`config.mk`:
```
export PLATFORM = sky130hd
export DESIGN_NAME = lsu_mem_sequencer
export DESIGN_NICKNAME = d
export VERILOG_FILES = /design/src/rtl/lsu_mem_sequencer.sv
export SDC_FILE = /design/constraint.sdc
export NUM_CORES = 1
export LEC_CHECK = 0
export CORE_MARGIN = 2
export CORE_UTILIZATION = 44
export CTS_CLUSTER_SIZE = 28
export DETAILED_ROUTE_END_ITERATION = 8
export GPL_TIMING_DRIVEN = 0
export PLACE_DENSITY_LB_ADDON = 0.2
export SKIP_LAST_GASP = 1
export SYNTH_ARGS = -nofsm -noshare
export SYNTH_HDL_FRONTEND = slang
export SYNTH_SLANG_ARGS = --single-unit
```
`constraint.sdc`:
```
create_clock -name clk -period 1.9 [get_ports clk]
set_input_delay 0.285 -clock clk [delete_from_list [all_inputs] [get_ports clk]]
set_output_delay 0.285 -clock clk [all_outputs]
set_load 0.01 [all_outputs]
```
`src/rtl/lsu_mem_sequencer.sv`:
```
// lsu_mem_sequencer: bridges the load/store unit to the single L1 data-cache port.
// It accepts one op per fire, holds it on a valid/ready request channel until
// the cache takes it, then waits for the response and reports load/store
// completion with the op's ROB tag. Only one request is outstanding at a time.
// A flush while an op is in flight lets it finish on the cache side but
// suppresses its completion pulse.
// Optional feature: define MEM_TIMEOUT_EN to abort a response wait after
// TIMEOUT_CYCLES cycles and pulse mem_error.

module lsu_mem_sequencer #(
    parameter int XLEN           = 32,
    parameter int ROB_TAG_WIDTH  = 32,
    parameter int TIMEOUT_CYCLES = 256
) (
    input  logic                     clk,
    input  logic                     reset,
    input  logic                     fire_memory_op,
    input  logic                     memory_op_type,
    input  logic [XLEN-1:0]          memory_address,
    input  logic [XLEN-1:0]          memory_data,
    input  logic [ROB_TAG_WIDTH-1:0] memory_rob_tag,
    input  logic                     kill_mem_req,
    input  logic                     flush,
    output logic                     lsu_ready,
    output logic                     mem_req_valid,
    input  logic                     mem_req_ready,
    output logic                     mem_req_we,
    output logic [XLEN-1:0]          mem_req_addr,
    output logic [XLEN-1:0]          mem_req_wdata,
    input  logic                     mem_resp_valid,
    input  logic [XLEN-1:0]          mem_resp_rdata,
    output logic                     load_succeeded,
    output logic [ROB_TAG_WIDTH-1:0] load_succeeded_rob_tag,
    output logic [XLEN-1:0]          load_data,
    output logic                     store_succeeded,
    output logic [ROB_TAG_WIDTH-1:0] store_succeeded_rob_tag,
    output logic                     mem_error
);

    typedef enum logic [1:0] {
        IDLE,
        REQ,
        WAIT
    } state_t;

    state_t state;
    state_t state_next;

    logic squash;
    logic squash_next;

    logic                     op_we;
    logic [XLEN-1:0]          op_addr;
    logic [XLEN-1:0]          op_data;
    logic [ROB_TAG_WIDTH-1:0] op_tag;

    logic accept;
    logic load_done;
    logic store_done;
    logic timeout;

`ifdef MEM_TIMEOUT_EN
    localparam int CW = (TIMEOUT_CYCLES > 1) ? $clog2(TIMEOUT_CYCLES + 1) : 1;
    localparam logic [CW-1:0] LAST_WAIT = CW'(TIMEOUT_CYCLES - 1);

    logic [CW-1:0] wait_count;
`else
    logic unused_timeout_cfg;
    assign unused_timeout_cfg = ^TIMEOUT_CYCLES;
`endif

    // The request channel and LSU handshake are direct views of the current state;
    // the request fields come straight from the latched op so they stay stable.
    assign lsu_ready     = (state == IDLE);
    assign mem_req_valid = (state == REQ);
    assign mem_req_we    = op_we;
    assign mem_req_addr  = op_addr;
    assign mem_req_wdata = op_data;

    // Next-state and event decode; flush only marks the op as squashed so an
    // already-presented request is never withdrawn from the cache.
    always_comb begin
        state_next  = state;
        squash_next = squash;
        accept      = 1'b0;
        load_done   = 1'b0;
        store_done  = 1'b0;
        timeout     = 1'b0;
        case (state)
            IDLE: begin
                if (fire_memory_op && !kill_mem_req && !flush) begin
                    accept     = 1'b1;
                    state_next = REQ;
                end
            end
            REQ: begin
                if (flush) begin
                    squash_next = 1'b1;
                end
                if (mem_req_ready) begin
                    state_next = WAIT;
                end
            end
            WAIT: begin
                if (flush) begin
                    squash_next = 1'b1;
                end
                if (mem_resp_valid) begin
                    state_next  = IDLE;
                    squash_next = 1'b0;
                    load_done   = !squash && !flush && !op_we;
                    store_done  = !squash && !flush && op_we;
                end
`ifdef MEM_TIMEOUT_EN
                else if (wait_count == LAST_WAIT) begin
                    timeout     = 1'b1;
                    state_next  = IDLE;
                    squash_next = 1'b0;
                end
`endif
            end
            default: begin
                state_next  = IDLE;
                squash_next = 1'b0;
            end
        endcase
    end

    // State register and squash flag.
    always_ff @(posedge clk) begin
        if (reset) begin
            state  <= IDLE;
            squash <= 1'b0;
        end else begin
            state  <= state_next;
            squash <= squash_next;
        end
    end

    // Capture the fired op so the request fields hold until the handshake.
    always_ff @(posedge clk) begin
        if (reset) begin
            op_we   <= 1'b0;
            op_addr <= '0;
            op_data <= '0;
            op_tag  <= '0;
        end else if (accept) begin
            op_we   <= memory_op_type;
            op_addr <= memory_address;
            op_data <= memory_data;
            op_tag  <= memory_rob_tag;
        end
    end

    // Completion pulses last one cycle; tag and data hold their last value.
    always_ff @(posedge clk) begin
        if (reset) begin
            load_succeeded          <= 1'b0;
            load_succeeded_rob_tag  <= '0;
            load_data               <= '0;
            store_succeeded         <= 1'b0;
            store_succeeded_rob_tag <= '0;
            mem_error               <= 1'b0;
        end else begin
            load_succeeded  <= load_done;
            store_succeeded <= store_done;
            mem_error       <= timeout;
            if (load_done) begin
                load_succeeded_rob_tag <= op_tag;
                load_data              <= mem_resp_rdata;
            end
            if (store_done) begin
                store_succeeded_rob_tag <= op_tag;
            end
        end
    end

`ifdef MEM_TIMEOUT_EN
    // Response-wait counter: zero on the first WAIT cycle, counts up while waiting.
    always_ff @(posedge clk) begin
        if (reset) begin
            wait_count <= '0;
        end else if (state != WAIT) begin
            wait_count <= '0;
        end else begin
            wait_count <= wait_count + 1'b1;
        end
    end
`endif

endmodule

```
Word level (Yosys, flattened, before mapping)
Cells that the tools add are included.

storage, ports and cells
  register bits after elaboration = 198
  input port bits = 136
  output and inout bits = 166
  word-level logic and storage cells = 40

operators by class
  eq/ne operators = 5
  muxes and demuxes = 13
  reductions and logical operators = 11

operator list
  operator              number
  $mux W1               8
  $mux W2               3
  $pmux W2 S3           1
  $logic_and A1 B1 Y1   5
  $logic_not A1 Y1      4
  $ne A2 B1 Y1 const B  2
  $pmux W1 S3           1
  $reduce_and A3 Y1     1
  $eq A2 B1 Y1 const B  1
  $eq A2 B2 Y1 const B  1
  $logic_not A2 Y1      1
  $ne A2 B2 Y1 const B  1

Longest topological paths before layout
Gate-level depths: netlist (run 1).

  word-level depth = 5
  depth in mapped cells = 8
  depth with buffers taken out = 5

Worst setup path after synthesis (run 1)
OpenSTA, ideal clock, no wires.

  path kind = register to register
  start = reg state[0]
  end = reg op_data[10] (netlist: mem_req_wdata[10])
  setup time = 0.132 ns
  arrival time = 1.391 ns
  data required time = 1.768 ns
  setup slack = 0.376 ns
  cell stages (with the launch flop) = 9
  buffers on the path = 3
  period minus slack after synthesis = 1.524 ns
  cell sequence = dfxtp_1 inv_1 ha_1 and4bb_1 buf_2 buf_4 buf_4 nand2_1 a21oi_1

on the way
  word-level cells in the longest chain between the ends = 2

RTL lines
  item                    RTL line  source
  start, declared         46        state_t state;
  start signal, assigned  135       state <= state_next;
  $logic_not A2 Y1        n/a
  net lsu_ready           24        output logic lsu_ready,
  $mux W1                 89        case (state)
  end signal, assigned    150       op_data <= memory_data;
  end, declared           54        logic [XLEN-1:0] op_data;

The timed path passes the listed nets, and every way through them passes these cells.
A chain may end at the register's enable or synchronous reset.

Worst setup path in the final report (run 1)
  start = reg state[0]
  end = reg op_data[21] (netlist: mem_req_wdata[21])

on the way
  word-level cells in the longest chain between the ends = 2

RTL lines
  item              RTL line
  $logic_not A2 Y1  89
  $mux W1           89

Every way passes these cells.

==> results of run 1 <==
-- Yosys cell counts (2+ instances only) --
cell type,count
dfxtp_1,198
nand2_1,194
nand2b_1,163
a21oi_1,98
mux2i_1,96
buf_2,24
clkbuf_1,23
buf_4,9
buf_6,7
inv_1,4
ha_1,3
a211oi_1,2
and4bb_1,2
nor2_1,2
-- sequential cells by signal, indices dropped and copies added, names as in the netlist, 2 cells and up --
| name | cells |
|---|---|
| load_succeeded_rob_tag | 32 |
| op_tag | 32 |
| load_data | 32 |
| state | 2 |
| mem_req_wdata | 32 |
| store_succeeded_rob_tag | 32 |
| mem_req_addr | 32 |
-- critical path: cells and delay by family, from the launching register on --
kind	cells	cell delay, ns
buffers and inverters	4	0.75
DFF	1	0.37
adders and majority gates	1	0.25
and+or+nand+nor	2	0.18
AOI/OAI and AO/OA	1	0.15
-- power groups by stage --
stage                     Sequential (mW)  Clock [mW]  Combinational (mW)
after CTS                            4.33        3.58                1.12
after floorplan                      4.46           0               0.471
after global routing                 4.35        3.72                1.20
final                                4.33        3.51                1.11
after global placement               4.42           0                1.11
after detailed placement             4.43           0                1.12
-- final cells by class --
class / instances / share of cell area
plain buffers: 63 / 0.0308
clock buffers: 17 / 0.0368
clock inverters: 15 / 0.0126
inverters: 4 / 0.00130
multi-input cells: 570 / 0.292
flip-flops and latches: 198 / 0.343
well taps: 225 / 0.0244
repair buffers: 299 / 0.259
-- how the worst max path moves through the flow --
stage | endpoint | cells after the start
5_1_grt | mem_req_addr[4] | 8
2_1_floorplan | mem_req_wdata[10] | 8
4_1_cts | mem_req_we | 1
3_3_place_gp | mem_req_wdata[12] | 7
3_5_place_dp | mem_req_wdata[21] | 7
6_report | mem_req_wdata[21] | 8
-- kinds of logic after synthesis --
family                     Yosys count
AOI/OAI and AO/OA                  105
adders and majority gates            3
buffers and inverters               67
DFF                                198
muxes                               96
other                                1
and+or+nand+nor                    365
-- metrics by stage --
step	hold WS, ns	setup TNS, ns	setup slack, ns
floorplan	0.421	0	0.376
global placement	0.440	-1.99	-0.0494
detailed placement	0.447	-2.92	-0.0764
CTS	0.375	0	0.0238
global route	0.387	-0.0343	-0.00966
finish	0.392	0	0.101
-- metal layers --
metal | vias to the layer above | global-route usage | routed length (um)
li1 | 3327 | - | -
met4 | 0 | 0.0764 | 453
met5 | - | 0 | 0
met2 | 204 | 0.394 | 10600
met3 | 29 | 0.0872 | 1800
met1 | 3007 | 0.271 | 8860
-- repair_timing --
action	in CTS	in global routing
gates resized for setup	2	2
setup buffers	0	0
endpoints found under the hold margin	0	0
setup endpoints to repair	2	6
==> metrics.md, run 1 <==
| Metric | Value |
|---|---|
| CP cell instances | inv_1 -> ha_1 -> nand4bb_1 -> buf_2 -> buf_4 -> buf_2 -> nand2_1 -> a21oi_1 |
| Die Area | 18600 um2 |
| Total grt overflow | 0 |
| Commonest non-fill, non-tap cell in the layout | clkdlybuf4s50_1 |
| CTS Buf Count | 17 |
| Synth Net Count | 974 |
| Hpwl dp | 16400 um |
| Max Cap Viol | 0 |
| Clk pwr share | 0.392 |
| Register area | 3970 um2 |
| Gp weighted congestion | 0.817 |
| Switching Power | 2.22 mW |
| Via density | 4.72 |
| Drt drc | 0 |
| Final Skew | 0.00997 ns |
| Pleak | 4.41 nW |
| Fin. max-slew vios | 0 |
| Placed Instance Area | 11000 um2 |
| Synth area leader | dfxtp_1 |
| P_int | 6.73 mW |
| Endpoints failing hold | 0 |
| # hold bufs at CTS | 0 |
| # H-tree levels | 4 |
| Antenna Cells | 0 |
| DP Cell Count | 1359 |
| Final-report setup violation count | 0 |
| Die Height | 136 um |
| Post-route insts no fill | 1391 |
| Synth Area in XOR/XNOR | 0 |
| Post-Route WL | 21700 um |
| Total power | 8.95 mW |
| Core area | 17200 um2 |
| Yosys Warn Count | 0 |
| FP Rows | 48 |
| Commonest non-fill, non-tap cells in the layout | clkdlybuf4s50_1 (297), dfxtp_1 (197), nand2_1 (194) |
| Fmax | 556 MHz |
| Most frequent CP cell | buf_2 |
| Worst R2R Setup Slack | 0.10 ns |
| Gate power share | 0.124 |
| Worst EP arrival | 2.16 ns |
| Hold EP | mem_req_addr[10] |
| Die boundary width | 136 um |
| Fin util | 0.672 |
| Boundary pin count | 302 |
| Initial DRC Count | 277 |
| Gate Count Post-Synth | 835 |
| # clock sinks | 198 |
| DR pass1 iterations | 5 |
| Crit path largest cell delay | 0.37 ns |
| Multi-input gate area | 3370 um2 |
| Mapped Area | 7700 um2 |
| Count of input and output buffers | 299 |
| CP Launch Point | state[0] |
| Crit Path Class | flop to flop |
| Final min period | 1.80 ns |
| Worst-Margin Slew | 0.514 ns |
| R2r startpoint | state[0] |
| Type of the worst min-delay path | input pin to flop |
| P per Cell Area | 775 nW/um2 |
| Worst hold start | memory_address[10] |
| Post-route cell area | 11500 um2 |
| Syn avg cell area | 9.22 um2 |
| Starting Density | 0.448 |
| Antenna-violating nets left | 0 |
| CTS tree | done |
| Sequential fraction of the synthesis area | 0.515 |
| Area share of the largest cell type after synthesis | 0.515 |
| CTS clk-pin slew, worst paths | 0.07 ns |
| Reg-to-Reg End | mem_req_wdata[21] |
| CP required | 2.26 ns |
| Most area-consuming cells after synthesis | dfxtp_1 (51%), nand2b_1 (13%), mux2i_1 (12%) |
| FILL cells | 1457 |
| Status | finished, final reports clean |
| RSZ-0062 raised after global routing | true |
| Crit end category | flop |
| Max VDD drop | 0.617 mV |
| Tot GR Track Use | 0.233 |
| Post-synth EDFFs | 0 |
| Main combinational cell family by area after synthesis | simple AND/OR/NAND/NOR gates |
| Max Root-Sink Buffers | 2 |
| Flop pwr share | 0.484 |
| Initial antenna violation count | 0 |
| Tcrit/Tclk final | 0.947 |
| Share of post-route cells with drive strength above 1 | 0.0652 |
| First-pass GRT wire length | 33400 um |
| Switch share | 0.248 |
| Vias in the first global route | 6359 |
| WL per Instance | 15.6 um |
| Final nets | 1292 |
| Later-pin clock latency in the skew report | 0.43 ns |
| Multiplexer share of the synthesized area | 0.125 |
| Clock root buffer | clkbuf_16 |
| CP max stage cell | dfxtp_1 |
| Post-synthesis simple-gate area fraction | 0.236 |
| Vias after detailed routing | 6567 |
| Min-Delay Path Depth | 3 |
| Area grow syn2layout | 49.9% |
| Largest net degree at the start of global routing | 19 |
| Adder-cell area share of the yosys netlist | 0.00487 |
| Async set-reset flop share out of synthesis | 0 |
| Startpoint Class | flop |
| Library cells used by synthesis | 24 |
| Slew Limit Headroom | 0.657 |
| Main synth FF type | dfxtp_1 |
| Max FO, Critical Path | 10 |
| Compound-cell area share of the yosys netlist | 0.0712 |
| Synth Register Bits | 198 |
| Worst Reg-to-Reg Cells | 8 |
Note: power is estimated with default switching activity, not from simulation.
==> run 2: changes to the inputs <==
HOLD_SLACK_MARGIN = 0.03   (was not set)
==> results of run 2 <==
Same layout as run 1: the final DEF is identical, and so are final timing and power.
==> run 3: changes to the inputs <==
SLEW_MARGIN = 20   (was not set)
==> results of run 3 <==
Same layout as run 1: the final DEF is identical, and so are final timing and power.
